==> config.mk <==
export PLATFORM = sky130hd
export DESIGN_NAME = mult32_seq
export DESIGN_NICKNAME = d
export VERILOG_FILES = /design/src/rtl/mult32_pkg.sv /design/src/rtl/adder32.sv /design/src/rtl/mult32_seq.sv
export SDC_FILE = /design/constraint.sdc
export NUM_CORES = 1
export LEC_CHECK = 0
export CELL_PAD_IN_SITES_DETAIL_PLACEMENT = 1
export CELL_PAD_IN_SITES_GLOBAL_PLACEMENT = 2
export CORE_ASPECT_RATIO = 1.4
export CORE_MARGIN = 4
export CORE_UTILIZATION = 27
export CTS_CLUSTER_DIAMETER = 120
export DETAILED_ROUTE_END_ITERATION = 6
export PLACE_DENSITY_LB_ADDON = 0.1
export SLEW_MARGIN = 25
export SYNTH_ARGS = -nofsm -noshare
export SYNTH_HDL_FRONTEND = slang
export SYNTH_SLANG_ARGS = --single-unit
export TNS_END_PERCENT = 1
==> constraint.sdc <==
create_clock -name clk -period 12.4 [get_ports clk]
set_input_delay 1.24 -clock clk [delete_from_list [all_inputs] [get_ports clk]]
set_output_delay 1.24 -clock clk [all_outputs]
set_load 0.02 [all_outputs]
==> src/rtl/mult32_pkg.sv <==
// Shared types and constants for the sequential 32x32 multiplier.
package mult32_pkg;

  typedef enum logic [1:0] {
    S_IDLE = 2'd0,
    S_RUN  = 2'd1,
    S_DONE = 2'd2
  } state_t;

  localparam int unsigned MULT_WIDTH = 32;
  localparam logic [4:0]  ITER_LAST  = 5'd31;
  localparam int unsigned PROD_WIDTH = 64;

endpackage

==> src/rtl/adder32.sv <==
// 32-bit ripple-carry adder shared with the ALU; the multiplier's only arithmetic resource.
module adder32 (
  input  logic [31:0] a,
  input  logic [31:0] b,
  input  logic        cin,
  output logic [31:0] sum,
  output logic        cout
);

  logic [32:0] w_c;

  always_comb begin
    w_c    = '0;
    sum    = '0;
    w_c[0] = cin;
    for (int unsigned i = 0; i < 32; i++) begin
      sum[i]   = a[i] ^ b[i] ^ w_c[i];
      w_c[i+1] = (a[i] & b[i]) | (w_c[i] & (a[i] ^ b[i]));
    end
    cout = w_c[32];
  end

endmodule

==> src/rtl/mult32_seq.sv <==
// Sequential unsigned 32x32->64 shift-add multiplier built around adder32 (33-cycle latency).
// Optional overflow flag output enabled by defining MULT32_OVF_EN.
module mult32_seq
  import mult32_pkg::*;
#(
  parameter int unsigned WIDTH = MULT_WIDTH
) (
  input  logic                  clk,
  input  logic                  rst,
  input  logic                  start,
  input  logic [WIDTH-1:0]      a,
  input  logic [WIDTH-1:0]      b,
  output logic                  busy,
  output logic                  done,
`ifdef MULT32_OVF_EN
  output logic                  ovf,
`endif
  output logic [PROD_WIDTH-1:0] product
);

  if (WIDTH != 32) begin : g_bad_width
    $error("mult32_seq: WIDTH must be 32 (datapath is adder32)");
  end

  state_t                r_state, w_next_state;
  logic [31:0]           r_mcand, r_acc_hi, r_acc_lo;
  logic [4:0]            r_count;
  logic [PROD_WIDTH-1:0] r_product;
  logic [31:0]           w_add_b, w_sum;
  logic                  w_cout, w_load, w_last;

  assign w_add_b = r_acc_lo[0] ? r_mcand : '0;
  assign w_load  = start && ((r_state == S_IDLE) || (r_state == S_DONE));
  assign w_last  = (r_state == S_RUN) && (r_count == ITER_LAST);

  adder32 u_adder (
    .a    (r_acc_hi),
    .b    (w_add_b),
    .cin  (1'b0),
    .sum  (w_sum),
    .cout (w_cout)
  );

  always_comb begin
    w_next_state = r_state;
    case (r_state)
      S_IDLE:  if (start) w_next_state = S_RUN;
      S_RUN:   if (r_count == ITER_LAST) w_next_state = S_DONE;
      S_DONE:  w_next_state = start ? S_RUN : S_IDLE;
      default: w_next_state = S_IDLE;
    endcase
  end

  always_ff @(posedge clk) begin
    if (rst) begin
      r_state   <= S_IDLE;
      r_mcand   <= '0;
      r_acc_hi  <= '0;
      r_acc_lo  <= '0;
      r_count   <= '0;
      r_product <= '0;
    end else begin
      r_state <= w_next_state;
      if (w_load) begin
        r_mcand  <= a;
        r_acc_hi <= '0;
        r_acc_lo <= b;
        r_count  <= '0;
      end else if (r_state == S_RUN) begin
        // cout lands in acc_hi[31] through the right shift, so no carry is lost
        {r_acc_hi, r_acc_lo} <= {w_cout, w_sum, r_acc_lo[31:1]};
        r_count              <= r_count + 5'd1;
      end
      if (w_last) r_product <= {w_cout, w_sum, r_acc_lo[31:1]};
    end
  end

`ifdef MULT32_OVF_EN
  logic r_ovf;

  always_ff @(posedge clk) begin
    if (rst)         r_ovf <= 1'b0;
    else if (w_last) r_ovf <= w_cout | (|w_sum[31:1]);
  end

  assign ovf = r_ovf;
`endif

  assign busy    = (r_state == S_RUN);
  assign done    = (r_state == S_DONE);
  assign product = r_product;

endmodule

==> run_results.csv <==
group,metric,value,unit
timing,fin_tns_setup,0,ns
place,placed_cell_area,0.00829,mm²
timing,hold_ws,0.453,ns
synth,synth_nets,904,
synth,synth-seq-cells,167,
place,io_buffer_count,132,
global_route,grt_pass1_vias,6429,
routing,drc,0,
setup_path,start_kind,"flip-flop",
routing,viasPerCell,4.74,
place,hpwl,14.1,mm
floorplanning,die_y,196,µm
floorplanning,num_rows,68,
timing,tightestPinTransition,0.841,ns
setup_path,critPathRequiredTime,12.74,ns
routing,initialDrtViolationCount,159,
cells_and_area,fillCellCount,2871,
run,max-cap-violations,0,
clock_tree,clock_tree.root_cell,"clkbuf_16",
cells_and_area,final_cell_mix,"244 x nand2_1, 167 x dfxtp_1, 131 x clkdlybuf4s50_1, 121 x a21oi_1, 64 x nor3_1",
synth,ys_seq_area_frac,0.490,
clock_tree,clk_pin_slew,0.07,ns
global_route,antenna_found_initial,1,
cells_and_area,regArea,0.00334,mm²
routing,drtPass1Iterations,4,
setup_path,worst_setup_path_end_kind,"flip-flop",
routing,postRouteAntennaNets,0,
routing,routed_wl,20.9,mm
timing,min_period_over_period,0.969,
setup_path,cp.arrival,12.35,ns
global_route,grt_pass1_wl,34.2,mm
clock_tree,clock-sinks,167,
setup_path,critPathMaxStageDelay,0.46,ns
power,p_per_area,139,mW/mm²
synth,yosysWarnings,0,
setup_path,worst_path_most_repeated_cell,"fa_2",
cells_and_area,drive_above_1_share,0.0778,
floorplanning,io_pins,133,
cells_and_area,nets,1001,
setup_path,r2r-start,"r_mcand[0]",
clock_tree,hold_buffers,0,
timing,fin_skew,0.00924,ns
setup_path,slowest_stage,"fa_1",
floorplanning,initial_utilization,0.275,
run_status,status,"complete, no violations",
timing,slew_violations,0,
routing,wire_per_inst,17.0,µm
floorplanning,core_area,0.0248,mm²
timing,final-hold-violation-count,0,
power,ir_drop,96.5,µV
routing,via_count,5817,
setup_path,cp-startpoint,"r_mcand[0]",
global_route,grt_overflow,0,
power,p_leak,3.08,nW
timing,period_needed,12.01,ns
timing,fmax,0.0832,GHz
setup_path,crit_fanout,2,
clock_tree,clk_path_buf_depth,2,
worst_hold_path,min_from,"r_mcand[10]",
clock_tree,clkLatencyLatePin,0.43,ns
cells_and_area,diodes,0,
cells_and_area,final_common_cell,"nand2_1",
synth,synthDistinctLibCells,28,
cells_and_area,multiInputGateArea,0.00319,mm²
synth,synthCells,803,
clock_tree,htree_levels,4,
synth,syn_area,0.00682,mm²
place,place.gp.congestion,0.761,
clock_tree,cts_made_buffers,17,
timing,max_slew_margin,0.440,
floorplanning,chipWidth,142,µm
setup_path,critPathKind,"flip-flop to flip-flop",
synth,synth_area_per_cell,8.49,µm²
floorplanning,dieArea,0.0279,mm²
global_route,grt_start_max_net_pins,74,
cells_and_area,synthToLayoutAreaGrowth,31.9,%
cells_and_area,design_area,0.00900,mm²
timing,setup_viol,0,
worst_hold_path,hp-class,"flip-flop to flip-flop",
clock_tree,cts_tree,"yes",
global_route,grt.total_usage,0.154,
## sequential cells by signal (all words and copies together), names as in the netlist
name	flops
r_count	5
r_mcand	32
r_acc_lo	32
r_state	2
r_acc_hi	32
product	64
## cells in the mapped netlist, drive strengths merged
master | n | share of area
o21a | 1 | 0.0011
xor2 | 1 | 0.0013
nor2 | 14 | 0.0077
o22ai | 32 | 0.029
nor3 | 64 | 0.047
and2 | 28 | 0.026
inv | 10 | 0.0055
dfxtp | 167 | 0.49
o21ai | 1 | 0.00073
and3b | 1 | 0.0013
nand2 | 244 | 0.13
buf | 36 | 0.033
and3 | 1 | 0.00092
ha | 3 | 0.0055
clkbuf | 28 | 0.015
or3 | 1 | 0.00092
a21oi | 121 | 0.089
xnor2 | 1 | 0.0013
nor2b | 2 | 0.0018
a211oi | 10 | 0.011
nand3 | 1 | 0.00073
fa | 31 | 0.091
nand2b | 3 | 0.0031
nand3b | 2 | 0.0022
## kinds of logic after synthesis
| logic type | Yosys count | synth area share |
|---|---|---|
| AND/OR/NAND/NOR | 361 | 0.226 |
| flip-flops | 167 | 0.490 |
| AO/OA/AOI/OAI | 165 | 0.131 |
| buffers and inverters | 74 | 0.0541 |
| adder cells (fa/ha/maj) | 34 | 0.0965 |
| XOR/XNOR | 2 | 0.00257 |
## power breakdown
| group | internal (mW) | switching, mW |
|---|---|---|
| clock | 0.355 | 0.222 |
| sequential | 0.556 | 0.0134 |
| combinational | 0.0455 | 0.0611 |
| total | 0.956 | 0.297 |
## area by class of cell
class	instances	share of cell area
multi-input combinational	562	0.354
timing repair buffer	142	0.155
clock inverter	10	0.0188
sequential	167	0.372
inverter	10	0.00417
clock buffer	22	0.0527
tap	315	0.0438
## worst max-delay path: cells and delay by family (launching register included)
family                     cells  cell delay (ns)
adders and majority gates     32            10.93
buffers and inverters          5             0.34
DFF                            1             0.31
AOI/OAI and AO/OA              1             0.20
and+or+nand+nor                1             0.15
## path summary, 6_finish.rpt
check / endpoint / slack (ns) / depth (start not counted)
worst min register to register: r_mcand[10] / 0.45 / 2
worst max-delay path: r_acc_hi[30] / 0.39 / 39
worst min-delay path: r_mcand[10] / 0.45 / 2
worst max register to register: r_acc_hi[30] / 0.39 / 39
## stage by stage
stage / power, mW / util / setup slack [ns] / instances
floorplan: 0.645 / - / 0.0264 / 803
global placement: 0.687 / 0.335 / -0.374 / 1196
detailed placement: 0.689 / 0.335 / -0.526 / 1196
CTS: 1.28 / 0.362 / 0.0399 / 1228
global route: 1.31 / 0.363 / -0.00627 / 1228
finish: 1.25 / 0.363 / 0.386 / 1228
## layer usage
layer  part of all wire  GRT usage  vias up
li1                   -          -     2843
met1               0.43      0.182     2858
met2               0.53      0.276       95
met3              0.032     0.0332       19
met4              0.013     0.0483        2
met5            0.00062          0        -
## timing repair
| action | 4_1_cts | 5_1_grt |
|---|---|---|
| endpoints found under the setup margin | 6 | 4 |
| buffers inserted | 0 | 0 |
| gates resized for setup | 15 | 9 |
| cloned | 0 | 0 |
| pin swaps | 1 | 3 |
(Power assumes the default switching activity.)
